==> src/rtl/lsu_pkg.sv <==
// Shared funct3 encodings, FSM state type and access-legality helpers for the load/store unit.
// Pure declarations; no timing or flow-control behaviour lives here.
package lsu_pkg;

    localparam logic [2:0] F3_B  = 3'b000;
    localparam logic [2:0] F3_H  = 3'b001;
    localparam logic [2:0] F3_W  = 3'b010;
    localparam logic [2:0] F3_BU = 3'b100;
    localparam logic [2:0] F3_HU = 3'b101;

    typedef enum logic [1:0] {
        IDLE   = 2'd0,
        ACCESS = 2'd1,
        RESP   = 2'd2
    } lsu_state_t;

    // Unsigned loads have no store counterpart.
    function automatic logic f3_legal(input logic store, input logic [2:0] funct3);
        logic ok;
        case (funct3)
            F3_B, F3_H, F3_W: ok = 1'b1;
            F3_BU, F3_HU:     ok = !store;
            default:          ok = 1'b0;
        endcase
        return ok;
    endfunction

    // Low address bits that must be zero for a naturally aligned access.
    function automatic logic [1:0] size_lo_mask(input logic [2:0] funct3);
        logic [1:0] m;
        case (funct3)
            F3_H, F3_HU: m = 2'b01;
            F3_W:        m = 2'b11;
            default:     m = 2'b00;
        endcase
        return m;
    endfunction

endpackage

==> src/rtl/lsu_align.sv <==
// Byte-lane steering for stores and byte/half extraction plus sign/zero extension for loads.
// Purely combinational, zero latency; no flow control.
module lsu_align
    import lsu_pkg::*;
(
    input  logic [2:0]  funct3,
    input  logic [1:0]  addr_lo,
    input  logic [31:0] wdata,
    input  logic [31:0] rdata,
    output logic [3:0]  we_lanes,
    output logic [31:0] wdata_lanes,
    output logic [31:0] rdata_ext
);

    logic [7:0]  rbyte;
    logic [15:0] rhalf;

    always_comb begin
        we_lanes    = 4'b0000;
        wdata_lanes = wdata;
        case (funct3)
            F3_B, F3_BU: begin
                we_lanes    = 4'b0001 << addr_lo;
                wdata_lanes = {4{wdata[7:0]}};
            end
            F3_H, F3_HU: begin
                we_lanes    = 4'b0011 << addr_lo;
                wdata_lanes = {2{wdata[15:0]}};
            end
            F3_W: begin
                we_lanes    = 4'b1111;
                wdata_lanes = wdata;
            end
            default: begin
                we_lanes    = 4'b0000;
                wdata_lanes = wdata;
            end
        endcase
    end

    // Halfword selection uses addr_lo[1] only; the caller guarantees addr_lo[0]==0 for H/HU.
    always_comb begin
        rbyte     = rdata[{addr_lo, 3'b000} +: 8];
        rhalf     = rdata[{addr_lo[1], 4'b0000} +: 16];
        rdata_ext = 32'h0;
        case (funct3)
            F3_B:    rdata_ext = {{24{rbyte[7]}}, rbyte};
            F3_BU:   rdata_ext = {24'h0, rbyte};
            F3_H:    rdata_ext = {{16{rhalf[15]}}, rhalf};
            F3_HU:   rdata_ext = {16'h0, rhalf};
            F3_W:    rdata_ext = rdata;
            default: rdata_ext = 32'h0;
        endcase
    end

endmodule

==> src/rtl/load_store_unit.sv <==
// Single-outstanding load/store unit: IDLE -> ACCESS -> RESP; misalignment traps when LSU_MISALIGN_TRAP_EN is defined, else force-aligns.
// Latency: response valid two cycles after acceptance (one cycle for rejected requests).
// Backpressure: req_ready drops until the response is taken; response held stable while resp_ready is low.
module load_store_unit
    import lsu_pkg::*;
#(
    parameter int unsigned MEM_BYTES = 128
) (
    input  logic        clk,
    input  logic        rst_n,
    input  logic        req_valid,
    output logic        req_ready,
    input  logic        req_store,
    input  logic [2:0]  req_funct3,
    input  logic [31:0] req_addr,
    input  logic [31:0] req_wdata,
    output logic        resp_valid,
    input  logic        resp_ready,
    output logic [31:0] resp_rdata,
    output logic        resp_err,
    output logic [31:0] daddr,
    output logic [31:0] dwdata,
    output logic [3:0]  we,
    input  logic [31:0] drdata
);

    lsu_state_t  state;
    logic        st_q;
    logic [2:0]  f3_q;
    logic [1:0]  lo_q;

    logic [1:0]  lo_mask;
    logic [31:0] addr_eff;
    logic        req_ok;

    logic [2:0]  al_f3;
    logic [1:0]  al_lo;
    logic [3:0]  al_we;
    logic [31:0] al_wd;
    logic [31:0] al_rd;

    always_comb begin
        lo_mask  = size_lo_mask(req_funct3);
        addr_eff = req_addr & ~{30'h0, lo_mask};
        req_ok   = f3_legal(req_store, req_funct3) && (req_addr < MEM_BYTES);
`ifdef LSU_MISALIGN_TRAP_EN
        if ((req_addr[1:0] & lo_mask) != 2'b00) begin
            req_ok = 1'b0;
        end
`endif
    end

    // The aligner steers store lanes from the incoming request in IDLE and extracts load data from the latched request in ACCESS.
    always_comb begin
        if (state == IDLE) begin
            al_f3 = req_funct3;
            al_lo = addr_eff[1:0];
        end else begin
            al_f3 = f3_q;
            al_lo = lo_q;
        end
    end

    lsu_align u_align (
        .funct3      (al_f3),
        .addr_lo     (al_lo),
        .wdata       (req_wdata),
        .rdata       (drdata),
        .we_lanes    (al_we),
        .wdata_lanes (al_wd),
        .rdata_ext   (al_rd)
    );

    // we is a flop cleared by the async reset, so an aborted store never reaches the memory edge.
    always_ff @(posedge clk or negedge rst_n) begin
        if (!rst_n) begin
            state      <= IDLE;
            req_ready  <= 1'b1;
            resp_valid <= 1'b0;
            resp_err   <= 1'b0;
            resp_rdata <= 32'h0;
            we         <= 4'b0000;
            daddr      <= 32'h0;
            dwdata     <= 32'h0;
            st_q       <= 1'b0;
            f3_q       <= 3'b000;
            lo_q       <= 2'b00;
        end else begin
            case (state)
                IDLE: begin
                    if (req_valid) begin
                        st_q      <= req_store;
                        f3_q      <= req_funct3;
                        lo_q      <= addr_eff[1:0];
                        req_ready <= 1'b0;
                        if (req_ok) begin
                            state <= ACCESS;
                            daddr <= addr_eff;
                            if (req_store) begin
                                we     <= al_we;
                                dwdata <= al_wd;
                            end
                        end else begin
                            state      <= RESP;
                            resp_valid <= 1'b1;
                            resp_err   <= 1'b1;
                            resp_rdata <= 32'h0;
                        end
                    end
                end
                ACCESS: begin
                    we         <= 4'b0000;
                    resp_valid <= 1'b1;
                    resp_err   <= 1'b0;
                    resp_rdata <= st_q ? 32'h0 : al_rd;
                    state      <= RESP;
                end
                RESP: begin
                    if (resp_ready) begin
                        resp_valid <= 1'b0;
                        req_ready  <= 1'b1;
                        state      <= IDLE;
                    end
                end
                default: begin
                    state      <= IDLE;
                    req_ready  <= 1'b1;
                    resp_valid <= 1'b0;
                    we         <= 4'b0000;
                end
            endcase
        end
    end

endmodule
==> config.mk <==
export PLATFORM = sky130hd
export DESIGN_NAME = load_store_unit
export DESIGN_NICKNAME = d
export VERILOG_FILES = /design/src/rtl/lsu_pkg.sv /design/src/rtl/lsu_align.sv /design/src/rtl/load_store_unit.sv
export SDC_FILE = /design/constraint.sdc
export NUM_CORES = 1
export LEC_CHECK = 0
export ABC_AREA = 1
export CORE_MARGIN = 8
export CORE_UTILIZATION = 35
export DETAILED_ROUTE_END_ITERATION = 10
export GPL_TIMING_DRIVEN = 0
export PLACE_DENSITY_LB_ADDON = 0.08
export REMOVE_ABC_BUFFERS = 1
export SETUP_SLACK_MARGIN = 0.05
export SLEW_MARGIN = 20
export SYNTH_ARGS = -nofsm -noshare
export SYNTH_HDL_FRONTEND = slang
export SYNTH_HIERARCHICAL = 1
export SYNTH_SLANG_ARGS = --single-unit
==> constraint.sdc <==
create_clock -name clk -period 2.7 [get_ports clk]
set_input_delay 0.405 -clock clk [delete_from_list [all_inputs] [get_ports clk]]
set_output_delay 0.405 -clock clk [all_outputs]
set_load 0.03 [all_outputs]
# Word-level counts from Yosys, hierarchy flattened
# Cells that the tools add are included.
[op_classes]
shift = 4
n_reduce_logical = 19
bitwise = 4
eq_ne = 15
mux = 27
magnitude_cmp = 1
[ops]
columns = ["op", "n"]
rows = [
  ["$pmux 32 s5", 1],
  ["$pmux 32 s2", 2],
  ["$mux 32", 3],
  ["$and 32x32->32", 1],
  ["$lt 32x8->1 const B", 1],
  ["$not 2->32", 1],
  ["$shiftx 32x6->16", 1],
  ["$shiftx 32x6->8", 1],
  ["$eq 3x3->1 const B", 4],
  ["$mux 4", 3],
  ["$pmux 4 s3", 1],
  ["$reduce_and 3->1", 4],
  ["$ne 2x2->1 const B", 5],
  ["$mux 2", 4],
  ["$pmux 4 s2", 1],
  ["$reduce_and 4->1", 2],
  ["$reduce_or 2->1", 4],
  ["$eq 3x1->1 const B", 2],
  ["$eq 3x2->1 const B", 2],
  ["$logic_not 3->1", 2],
  ["$pmux 1 s3", 2],
  ["$pmux 2 s3", 1],
  ["$mux 1", 5],
  ["$pmux 1 s2", 2],
  ["13 further kinds", 15],
]
[totals]
out_inout_bits = 103
inputBits = 104
wordCells = 81
ff_bits = 111

# Longest topological paths before layout
# Gate-level depths: netlist (run 1).
[logic_depth]
ltp_word = 12
ltp_mapped = 14
mapped_depth_nobuf = 13

# Cells and area by module
# Netlist (run 1), hierarchy kept.
[modules_own_cells]
columns = ["module", "cells_per_inst", "seq_area_each_um2", "area_per_inst_um2", "n_inst"]
rows = [
  ["load_store_unit", 571, 2778.9, 4867.2, 1],
  ["lsu_align", 291, 0.0, 1300.0, 1],
]

# Worst setup path before layout (run 1)
# Ideal clock, no wire load.
[synth_timing]
path_type = "reg2reg"
startpoint = "register state[1]"
endpoint = "register dwdata[24]"
period_less_slack_ns = 2.267
path_stages_with_launch = 12
setup_ns = 0.062
t_required_ns = 2.638
t_arrival_ns = 2.205
slack_ns = 0.433
path_buffers = 1
path_cell_list = "dfrtp_1 -> nor2_4 -> clkinv_1 -> o21ai_0 -> inv_2 -> nor2_8 -> inv_1 -> buf_6 -> o211ai_1 -> nand3b_1 -> nand2_1 -> inv_1"
[synth_via]
elab_chain_len = 5
elab_cells_between_ends = 10
cone_classes = "eq/ne: 3; mux: 2; reduce/logical: 5"
[synth_rtl]
columns = ["element", "line", "source"]
rows = [
  ["start: declaration", "load_store_unit.sv:27", "lsu_state_t state;"],
  ["start signal: assignment", "load_store_unit.sv:77", "state <= IDLE;"],
  ["start signal: assignment", "load_store_unit.sv:97", "state <= ACCESS;"],
  ["start signal: assignment", "load_store_unit.sv:104", "state <= RESP;"],
  ["$logic_not 2->1 (*)", "load_store_unit.sv:55", "if (state == IDLE) begin"],
  ["$mux 3 (*)", "load_store_unit.sv:55", ""],
  ["named net al_f3[0]", "load_store_unit.sv:36", "logic [2:0] al_f3;"],
  ["$eq 3x1->1, or another cell as far along", "lsu_align.sv:21", "case (funct3)"],
  ["$reduce_or 2->1", "lsu_align.sv:21", ""],
  ["$pmux 32 s2 (*)", "lsu_align.sv:21", ""],
  ["named net al_wd[24]", "load_store_unit.sv:39", "logic [31:0] al_wd;"],
  ["end signal: assignment", "load_store_unit.sv:101", "dwdata <= al_wd;"],
  ["end: declaration", "load_store_unit.sv:22", "output logic [31:0] dwdata,"],
]
# The timed path passes the listed nets; every way through them passes the cells marked *.
# A chain may end at the register's enable or synchronous reset.

# Worst setup path after layout (run 1)
[layout_timing]
startpoint = "register state[0]"
endpoint = "register we[2]"
[layout_via]
elab_chain_len = 9
elab_cells_between_ends = 23
cone_classes = "eq/ne: 8; shift: 2; mux: 7; bitwise: 1; reduce/logical: 5"
[layout_rtl]
columns = ["element", "line", "source"]
rows = [
  ["$logic_not 2->1 (*)", "load_store_unit.sv:55", ""],
  ["$mux 3 (*)", "load_store_unit.sv:55", ""],
  ["named net al_f3[1]", "load_store_unit.sv:36", ""],
  ["$eq 3x1->1, or another cell as far along", "lsu_align.sv:21", ""],
  ["$reduce_or 2->1", "lsu_align.sv:21", ""],
  ["$pmux 4 s3 (*)", "lsu_align.sv:21", ""],
  ["named net al_we[2]", "load_store_unit.sv:38", "logic [3:0] al_we;"],
  ["$mux 4 (*)", "load_store_unit.sv:99", "if (req_store) begin"],
  ["$mux 4 (*)", "load_store_unit.sv:96", "if (req_ok) begin"],
  ["$mux 4 (*)", "load_store_unit.sv:91", "if (req_valid) begin"],
  ["$pmux 4 s2 (*)", "load_store_unit.sv:89", "case (state)"],
  ["end signal: assignment", "load_store_unit.sv:100", "we <= al_we;"],
  ["end: declaration", "load_store_unit.sv:23", "output logic [3:0] we,"],
]
# The timed path passes the listed nets; every way through them passes the cells marked *. The select of a mux whose other input is x is not followed.

==> results.md, run 1 <==
- CTS max path bufs: 2
- Total gr overflow: 0
- #FFs+latches synth: between 100 and 150
- Count of nets after finishing: 1,150
- Ys Warns: 6
- Hold Fails Final Rpt: 0
- Setup TNS: 0 ns
- Drt first pass iters: 5
- Area Growth Syn to Fin: 40.5%
- Final hold slack: 0.468 ns
- Vias in the first global route: approximately 5,700
- Total GRT Usage: 16.8%
- Ys flop type: dfrtp_1
- Die span in y: 149 microns
- Via count: around 5,600
- Slew @ Worst Pin: 0.774 ns
- Final Skew: 0.0134 ns
- CTS tree: done
- HPWL Detailed: 13.2 mm
- Post-synthesis sequential area ratio: 45.1%
- Global-route wire length before repair: just under 30 mm
- Largest net degree at the start of global routing: a little under 70
- Core outline area: 0.0172 sq mm
- Synth top area share: about 45%
- Fin crit period: 2.37 ns
- Status: finished, final reports clean
- Critical path type: register to register
- Finished Layout Cells: 1,275
- GPL Wtd Cong: 0.802
- Synth cell types: 28
- Leakage: ~0.0047 uW
- Port Buf Inserts: 206
- Top cells by area, synth: dfrtp_1 (45%), nand2_1 (26%), inv_1 (7.5%)
- Ys async rst share: 100%
- Worst vdd ir: 0.000321 V
- Placed cells: 1,253
- Iter 0 DRT Violations: between 200 and 300
- H-tree levels: 3
- Post-route ant nets: 0
- Mapped cell area: 0.00617 sq mm
- CP max FO: 18
- Max Cap Violations: 0
- Critical Path AT: 2.61 ns
- CP required: 2.94 ns
- TritonCTS Buffers: 9
- Pwr Density: 484 mW/mm^2
- Final setup viols: 0
- Chip width: 149 microns
- Placement Rows: 48
- Syn Inst Count: 862
- Worst min-delay path class: register to register
- Max Transition Viols Final: 0
- Worst Setup End Kind: register
- Share of layout cells above drive strength 1: 6.00%
- Clock sink total: 111
- CP Launch Type: register
- Unrepaired setup endpoints after global routing: no
- Antenna violations before repair: 2
- Post-synth EDFFs: 0
- Slew HR: around half
- Fmax: 0.421 GHz
- Routed WL: 18.5 mm
- Initial Util: around 36%
- Drc violations: 0
- Clock latency on the worst-skew pair: approximately 0.36 ns
- Yosys top cell by area: dfrtp_1
- WL/cell: 14.5 microns
- Die area: between 0.02 and 0.025 sq mm
- Syn avg cell area: 7.15 sq um
- N_diodes: 0
- Post-route clock period utilization: 87.9%
- Boundary pin count: about 210
- Reg clk slew, reported paths: 0.07 ns
- Via density: 4.40
- Clock Root Buffer: clkbuf_16
==> cell families after synthesis <==
logic type | after synthesis | share of synthesized area, %
simple gates | 531 | 37.5
flops | 111 | 45.1
compound gates | 40 | 3.55
buf+inv | 180 | 13.9
==> sequential cells by signal, summed over array words and instances (netlist names), 2 cells and up <==
| register | flops |
|---|---|
| daddr | 32 |
| dwdata | 32 |
| resp_rdata | 32 |
| we | 4 |
| f3_q | 3 |
| lo_q | 2 |
| state | 2 |
==> layout by cell type, fill, tap and decap left out, types with 3 or more instances in the layout <==
cell             instances
a21oi_1                 11
buf_4                    5
clkbuf_16                9
clkdlybuf4s50_1        205
dfrtp_1                110
inv_1                  123
inv_2                   12
nand2_1                419
nand2_2                  3
nand2_4                  3
nand3_1                 22
nand3_4                  3
nand3b_1                33
nand4_1                 10
nor2_1                  24
nor2_2                   5
nor2_4                   4
o211ai_1                 4
o21ai_0                 18
==> path summary, 6_finish.rpt <==
kind,slack [ns],cells after the start,to,from
worst max-delay path,0.33,9,we[2]$_DFFE_PN0P_,state[0]$_DFFE_PN0P_
worst min-delay path,0.47,2,daddr[9]$_DFFE_PN0P_,daddr[9]$_DFFE_PN0P_
worst max register to register,0.33,9,we[2]$_DFFE_PN0P_,state[0]$_DFFE_PN0P_
worst min register to register,0.47,2,daddr[9]$_DFFE_PN0P_,daddr[9]$_DFFE_PN0P_
max in group asynchronous,1.45,3,daddr[12]$_DFFE_PN0P_,rst_n
min in group asynchronous,0.54,2,daddr[3]$_DFFE_PN0P_,rst_n
==> final cells by class <==
class	count	area, sq um
clock buffer	10	239
timing repair buffer	215	2180
inverter	137	515
multi-input combinational	572	2580
fill	1744	8570
clock inverter	5	88.8
tap	225	282
sequential	111	2780
==> where the power goes <==
group          internal [uW]  switching [uW]
registers               1690            20.9
logic                    403             589
clock network            848             638
total                   2940            1250
==> stage by stage <==
stage	worst slack, ns	util, %	power, uW	cell area, sq um
CTS	0.0575	50.0	4230	8620
floorplan	-1.41	-	2290	5830
detailed placement	-0.548	47.9	2710	8260
global route	0.0970	50.3	4440	8660
finish	0.327	50.3	4190	8660
global placement	-3.84	47.4	2680	8170
==> critical path, stage by stage, from the launching register on <==
cell,delay [ns]
dfrtp_1,0.43
nor2_4,0.14
clkinv_2,0.17
o21ai_4,0.41
buf_16,0.21
clkinv_1,0.32
o21ai_0,0.22
o21ai_0,0.16
nand4_1,0.13
nand2_1,0.05
==> cells in the mapped netlist (3+ instances only) <==
cell,count
a21oi_1,11
buf_2,6
buf_4,16
buf_6,15
clkbuf_1,6
dfrtp_1,110
inv_1,123
inv_2,12
nand2_1,419
nand2_2,4
nand3_1,22
nand3_4,3
nand3b_1,33
nand4_1,10
nor2_1,26
nor2_2,3
nor2_4,3
o211ai_1,4
o21ai_0,22
==> metal layers <==
layer  part of all wire (%)  vias up  global-route usage [%]  wire length, microns
met3                    7.8       18                    4.79                  1440
met5                   0.12        -                       0                    22
met4                    1.4        4                    4.95                   259
met1                     45     2496                    21.1                  8370
li1                       -     2940                       -                     -
met2                     45      158                    27.4                  8360
==> what timing repair did <==
action / 4_1_cts / 5_1_grt
gates cloned: 0 / 1
buffers inserted: 1 / 4
pin swaps: 1 / 4
hold endpoints to repair: 27 / 0
gates resized for setup: 3 / 4
setup endpoints to repair: 60 / 84
hold buffers: 1 / 0
(Power assumes the default switching activity.)
==> run 2, diff against run 1 <==
- CORE_UTILIZATION: 35 -> 46
- CTS_CLUSTER_DIAMETER: unset -> 30
==> run 2 against run 1 <==
- clock skew decreased by 0.0048 ns
- worst hold slack about the same
- core utilization increased by 15 points
- worst setup slack got worse by 0.070 ns
- power decreased by 3.2%
- combinational power decreased by 3.8%
==> results.md, run 2 (synthesis results as in run 1) <==
- Via density: 4.61 (+4.7%)
- Leakage: 0.00466 uW (-0.72%)
- Finished Layout Cells: 1,223 (-4.1%)
- Commonest non-fill, non-tap cell in the layout: nand2_1
- Highest-delay cell along the critical path: clkdlybuf4s50_1
- Max Transition Viols Final: 0 (unchanged)
- Net Sw Power: 1310 uW (+5.2%)
- CTS max path bufs: 2 (unchanged)
- Switching part of the total: 32.3% (+2.6 points)
- H-tree levels: 3 (unchanged)
- Most frequent cells in the layout: nand2_1 (419), clkdlybuf4s50_1 (205), inv_1 (123)
- Antenna violations before repair: 0 (-2)
- Worst reg2reg path startpoint: state[1]$_DFFE_PN0P_
- Sequential Area: 0.00278 sq mm (unchanged)
- CP Launch Type: primary input
- Initial Util: 46.8% (+11 points)
- Largest net degree at the start of global routing: 59 (-13%)
- Clock Root Buffer: clkbuf_16
- Share of layout cells above drive strength 1: 5.64% (-0.36 points)
- Slew HR: 49.7% (+1.4 points)
- GPL Wtd Cong: 0.818 (+1.9%)
- Fill cell count: 1,192 (-32%)
- Drc violations: 0 (unchanged)
- Max Cap Violations: 0 (unchanged)
- Footprint of the multi-input gates: 0.00258 sq mm (-0.15%)
- Final Total Pwr: 4060 uW (-3.2%)
- Most common cell on crit path: nand2_1
- Critical Path AT: 2.70 ns (+0.09 ns)
- Worst path max stage delay: 0.50 ns (+0.07 ns)
- Count of nets after finishing: 1,146 (-0.35%)
- Slew @ Worst Pin: 0.752 ns (-0.0221 ns)
- Sequential power share: 42.3% (+1.4 points)
- Via count: 5,640 (+0.43%)
- N_diodes: 0 (unchanged)
- Die span in y: 132 microns (-11%)
- Status: finished, final reports clean
- Worst vdd ir: 0.000286 V (-11%)
- TritonCTS Buffers: 9 (unchanged)
- Global-route wire length before repair: 28.0 mm (-5.9%)
- Clock latency on the worst-skew pair: 0.36 ns (about the same)
- Hold path startpoint: daddr[30]$_DFFE_PN0P_
- CP Buf/Inv Count: 4 (+1)
- Fin crit period: 2.44 ns (+0.0697 ns)
- Clock sink total: 111 (unchanged)
- Core outline area: 0.0132 sq mm (-23%)
- Clock share of power: 34.2% (-1.2 points)
- Pwr Density: 474 mW/mm^2 (-2.0%)
- Chip width: 132 microns (-11%)
- Placement Rows: 42 (-13%)
- Final Skew: 0.00854 ns (-0.00484 ns)
- Hold Fails Final Rpt: 0 (unchanged)
- Reg clk slew, reported paths: 0.08 ns (about the same)
- Area post-placement: 0.00819 sq mm (-0.89%)
- Worst Setup SP: req_funct3[0]
- WL/cell: 14.0 microns (-3.1%)
- CP max FO: 24 (+6)
- Final Cell Area: 0.00855 sq mm (-1.3%)
- CP required: 2.96 ns (+0.02 ns)
- Unrepaired setup endpoints after global routing: no
- Worst min-delay path class: register to register
- Port Buf Inserts: 206 (unchanged)
- Final setup viols: 0 (unchanged)
- Worst Setup End Kind: register
- Final hold slack: 0.468 ns (-0.0000310 ns)
- Total gr overflow: 0 (unchanged)
- Die area: 0.0174 sq mm (-21%)
- Fmax: 0.409 GHz (-2.9%)
- HPWL Detailed: 12.3 mm (-7.2%)
- Critical path type: primary input to register
- Top flop regs: daddr: 32 flops, dwdata: 32 flops, resp_rdata: 32 flops
- CP top delay family: simple AND/OR/NAND/NOR gates
- Routed WL: 17.2 mm (-7.0%)
- Vias in the first global route: 5,570 (-2.1%)
- Placed cells: 1,204 (-3.9%)
- Combinational share of power: 23.5% (-0.2 points)
- CTS tree: done
- Setup TNS: 0 ns (unchanged)
- Boundary pin count: 207 (unchanged)
- Drt first pass iters: 4 (-1)
- Area Growth Syn to Fin: 38.7%
- Post-route ant nets: 0 (unchanged)
- Total GRT Usage: 19.8% (+3.0 points)
- Iter 0 DRT Violations: 301 (+9.1%)
- Internal power: 2750 uW (-6.8%)
- Post-route clock period utilization: 90.5% (+2.6 points)
- Worst-path cell chain: clkdlybuf4s50_1 > inv_2 > nand3_1 > nand2_1 > o21ai_4 > buf_8 > inv_2 > nand2_1 > nand2_2 > nand2_1 > nand2_1 > nand2_4 > nand2_1 > nand2_1 > nand2_1
-- run 2: changes by cell type in the layout (fill, tap and decap cells not counted), sizes merged --
| cell | delta |
|---|---|
| clkinv | +5 |
| buf | -4 |
| bufinv | -2 |
| clkbuf | -1 |
| inv | -1 |
-- run 2: final timing paths --
check,to,slack (ns),cells past startpoint
min in group asynchronous,dwdata[16]$_DFFE_PN0P_,0.56,2
worst min register to register,daddr[30]$_DFFE_PN0P_,0.47,2
worst max register to register,resp_rdata[22]$_DFFE_PN0P_,0.30,14
max in group asynchronous,req_ready$_DFFE_PN1P_,1.44,3
worst min-delay path,daddr[30]$_DFFE_PN0P_,0.47,2
worst max-delay path,resp_rdata[22]$_DFFE_PN0P_,0.26,15
-- run 2: per-stage QoR --
stage          setup slack [ns]  util, %
2_1_floorplan             -1.41        -
3_3_place_gp              -3.33     61.5
3_5_place_dp             -0.486     62.1
4_1_cts                   0.101     64.7
5_1_grt                  0.0523     64.8
6_report                  0.258     64.8
-- run 2: power by group through the flow --
| stage | Combinational [uW] | Sequential (uW) | Clock [uW] |
|---|---|---|---|
| finish | 954 | 1710 | 1390 |
| global route | 1070 | 1720 | 1490 |
| CTS | 949 | 1710 | 1420 |
| detailed placement | 935 | 1750 | 0 |
| global placement | 915 | 1750 | 0 |
| floorplan | 526 | 1760 | 0 |
-- run 2: final cells by class --
| type | instances | share of cell area [%] |
|---|---|---|
| timing repair buffer | 211 | 25.0 |
| multi-input combinational | 572 | 30.1 |
| sequential | 111 | 32.5 |
| clock inverter | 7 | 1.16 |
| clock buffer | 9 | 2.63 |
| tap | 176 | 2.57 |
| inverter | 137 | 6.03 |
-- run 2: what timing repair did --
item | in CTS | in global routing
setup buffers | 1 | 0
gates resized for setup | 3 | 3
setup endpoints to repair | 59 | 61
hold endpoints to repair | 4 | 0
cloned | 0 | 1
pin swaps | 1 | 1
hold buffers | 1 | 0
-- run 2: worst register-to-register path, stage by stage (launching register included) --
cell	delay (ns)
dfrtp_1	0.45
nor2_4	0.13
clkinv_2	0.17
nand2_1	0.15
o21ai_4	0.12
buf_8	0.17
inv_2	0.25
nand2_1	0.11
nand2_2	0.12
nand2_1	0.06
nand2_1	0.13
nand2_4	0.19
nand2_1	0.13
nand2_1	0.06
nand2_1	0.10
-- run 2: per-layer routing --
metal	track usage (%)	wire length, microns	part of all wire, %	up-vias
li1	-	-	-	2929
met1	25.0	7960	46	2520
met2	31.7	7770	45	175
met3	5.22	1110	6.5	16
met4	7.53	312	1.8	0
met5	0	0	0	-
==> run 3, diff against run 2 <==
- ABC_AREA: 1 -> unset
- CORE_UTILIZATION: 46 -> 45
==> run 3 against run 2 <==
- wire length rose by 2.9%
- first-iteration DRC count rose by 18%
- sequential power rose by 27%
- flip-flop and latch count did not move
==> results.md, run 3 <==
- Clock sink total: 111 (unchanged)
- #FFs+latches synth: 111 (unchanged)
- CP max FO: 7 (-71%)
- CTS max path bufs: 2 (unchanged)
- Synth top area share: 48.1% (+3.4 points)
- Worst vdd ir: 0.000362 V (+27%)
- Slew @ Worst Pin: 1.04 ns (+0.285 ns)
- GPL Wtd Cong: 0.771 (-5.7%)
- Footprint of the multi-input gates: 0.00275 sq mm (+6.6%)
- Post-route clock period utilization: 95.4% (+5.0 points)
- Share of layout cells above drive strength 1: 16.2% (+11 points)
- Worst r2r path cells: 9 (-5)
- Clock Root Buffer: clkbuf_16
- Count leader, synth: dfrtp_1
- Critical Path AT: 2.78 ns (+0.08 ns)
- Post-route ant nets: 0 (unchanged)
- Reg clk slew, reported paths: 0.07 ns (about the same)
- Placement Rows: 41 (-2.4%)
- Post-synth EDFFs: 0 (unchanged)
- Most frequent cells in the layout: clkdlybuf4s50_1 (204), dfrtp_1 (109), nand2_1 (57)
- Routed WL: 17.7 mm (+2.9%)
- CTS tree: done
- Yosys top cell by area: dfrtp_1
- Fin crit period: 2.58 ns (+0.134 ns)
- Worst Setup SP: req_funct3[0]
- CP required: 2.90 ns (-0.06 ns)
- Largest net degree at the start of global routing: 81 (+37%)
- Clock latency on the worst-skew pair: 0.35 ns (about the same)
- Sequential Area: 0.00278 sq mm (+0.13%)
- Leakage: 0.00361 uW (-23%)
- Finished Layout Cells: 889 (-27%)
- H-tree levels: 3 (unchanged)
- Initial Util: 45.8% (-1.0 points)
- Port Buf Inserts: 206 (unchanged)
- Antenna violations before repair: 0 (unchanged)
- Drt first pass iters: 5 (+1)
- Final setup viols: 0 (unchanged)
- Count of nets after finishing: 816 (-29%)
- Global-route wire length before repair: 27.2 mm (-3.1%)
- Critical path type: primary input to register
- Pwr Density: 726 mW/mm^2 (+53%)
- Boundary pin count: 207 (unchanged)
- Post-route core utilization: 67.2% (+2.4 points)
- CP Launch Type: primary input
- Placed cells: 856 (-29%)
- N_diodes: 0 (unchanged)
- Unrepaired setup endpoints after global routing: yes
- Mapped cell area: 0.00573 sq mm (-7.1%)
- Commonest cells in the netlist: dfrtp_1 (110), nand2_1 (60), a22oi_1 (55)
- TritonCTS Buffers: 9 (unchanged)
- Synth cell types: 47 (+68%)
- Total GRT Usage: 20.9% (+1.2 points)
- Final Skew: 0.00623 ns (-0.00231 ns)
- Final hold slack: 0.489 ns (+0.0213 ns)
- Die area: 0.0166 sq mm (-4.5%)
- Fmax: 0.388 GHz (-5.2%)
- Top flop regs: daddr: 32 flops, dwdata: 32 flops, resp_rdata: 32 flops
- Core outline area: 0.0125 sq mm (-5.1%)
- Via count: 4,978 (-12%)
- Max Transition Viols Final: 0 (unchanged)
- Top cells by area, synth: dfrtp_1 (48%), a22oi_1 (7.2%), mux2_2 (6.1%)
- Total gr overflow: 0 (unchanged)
- Vias in the first global route: 5,069 (-9.0%)
- Hold Fails Final Rpt: 0 (unchanged)
- R2R Setup Slk: 0.20 ns (-0.10 ns)
- Status: finished, final reports clean
- WL/cell: 19.9 microns (+42%)
- Slew HR: 30.4% (-19 points)
- Syn Inst Count: 518 (-40%)
- Worst min-delay path class: primary input to register
- Post-synthesis sequential area ratio: 48.5% (+3.5 points)
- Max Cap Violations: 0 (unchanged)
- Drc violations: 0 (unchanged)
- Ys flop type: dfrtp_1
- Ys async rst share: 100% (unchanged)
- Iter 0 DRT Violations: 356 (+18%)
- Worst Setup End Kind: register
- Chip width: 129 microns (-2.3%)
- Die span in y: 129 microns (-2.3%)
- Via density: 5.60 (+21%)
- Syn avg cell area: 11.1 sq um (+55%)
- HPWL Detailed: 12.1 mm (-1.8%)
- Fill cell count: 1,011 (-15%)
- Worst reg2reg path startpoint: state[1]$_DFFE_PN0P_
- Commonest non-fill, non-tap cell in the layout: clkdlybuf4s50_1
- Area Growth Syn to Fin: 46.9%
- Worst Hold Depth: 2 (unchanged)
- Ys Warns: 6 (unchanged)
- Critical R2R Capture: resp_rdata[1]$_DFFE_PN0P_
- Critical Path Sink: resp_rdata[5]$_DFFE_PN0P_
-- run 3: worst min path at each step --
stage / from / to
6_report: req_funct3[2] / f3_q[2]$_DFFE_PN0P_
5_1_grt: rst_n / daddr[20]$_DFFE_PN0P_
4_1_cts: lo_q[0]$_DFFE_PN0P_ / lo_q[0]$_DFFE_PN0P_
3_5_place_dp: rst_n / daddr[18]$_DFFE_PN0P_
3_3_place_gp: lo_q[0]$_DFFE_PN0P_ / lo_q[0]$_DFFE_PN0P_
2_1_floorplan: rst_n / daddr[0]$_DFFE_PN0P_
-- run 3: worst max-delay path: stages --
cell and delay (ns):
clkdlybuf4s50_1 0.56, nor2_1 0.06, nand2_1 0.09, nand3_1 0.18, o21ai_4 0.31, nor2b_2 0.31, o21ai_2 0.18, a221o_1 0.39
a22oi_1 0.17, o21ai_0 0.12
-- run 3: cell families (layout without fill, tap and decap cells) --
kind of cell	Yosys count	count (layout)	share of synthesized area (%)
buf+inv	52	250	5.27
mux	79	79	15.8
compound gates	154	155	19.4
flops	111	111	48.5
simple gates	122	122	11.0
-- run 3: per-stage QoR --
stage          total power [uW]  worst slack, ns  cell area, sq um  setup TNS, ns
6_report                   6110            0.124              8410              0
3_5_place_dp               4660           -0.879              7860         -36.61
3_3_place_gp               4580            -3.10              7720        -490.38
2_1_floorplan              3610            -1.06              5440         -42.68
5_1_grt                    6430          -0.0286              8410        -0.0445
4_1_cts                    6040           0.0594              8260              0
-- run 3: cell type report --
type | count | area share [%]
Multi-Input combinational cell | 356 | 32.6
Inverter | 4 | 0.178
Tap cell | 172 | 2.56
Clock inverter | 7 | 0.640
Sequential cell | 111 | 33.1
Timing Repair Buffer | 230 | 28.2
Clock buffer | 9 | 2.68
-- run 3: power by group --
| group | total (uW) | switching, uW | internal, uW |
|---|---|---|---|
| Combinational | 2650 | 1430 | 1220 |
| Clock | 1290 | 651 | 637 |
| Sequential | 2170 | 230 | 1940 |
-- run 3: timing repair --
| action | CTS | global route |
|---|---|---|
| cloned | 0 | 1 |
| setup endpoints to repair | 64 | 36 |
| resized for setup | 13 | 6 |
| hold buffers | 1 | 0 |
| hold endpoints to repair | 31 | 0 |
| pin swaps | 2 | 3 |
| buffers inserted | 6 | 9 |
-- run 3: per-layer routing --
metal  GRT usage [%]  up-vias  share of wire [%]
met3            8.69       18                 10
met4            7.74        0                1.6
met2            33.9      206                 48
met1            24.3     2475                 40
li1                -     2279                  -
met5               0        -                  0
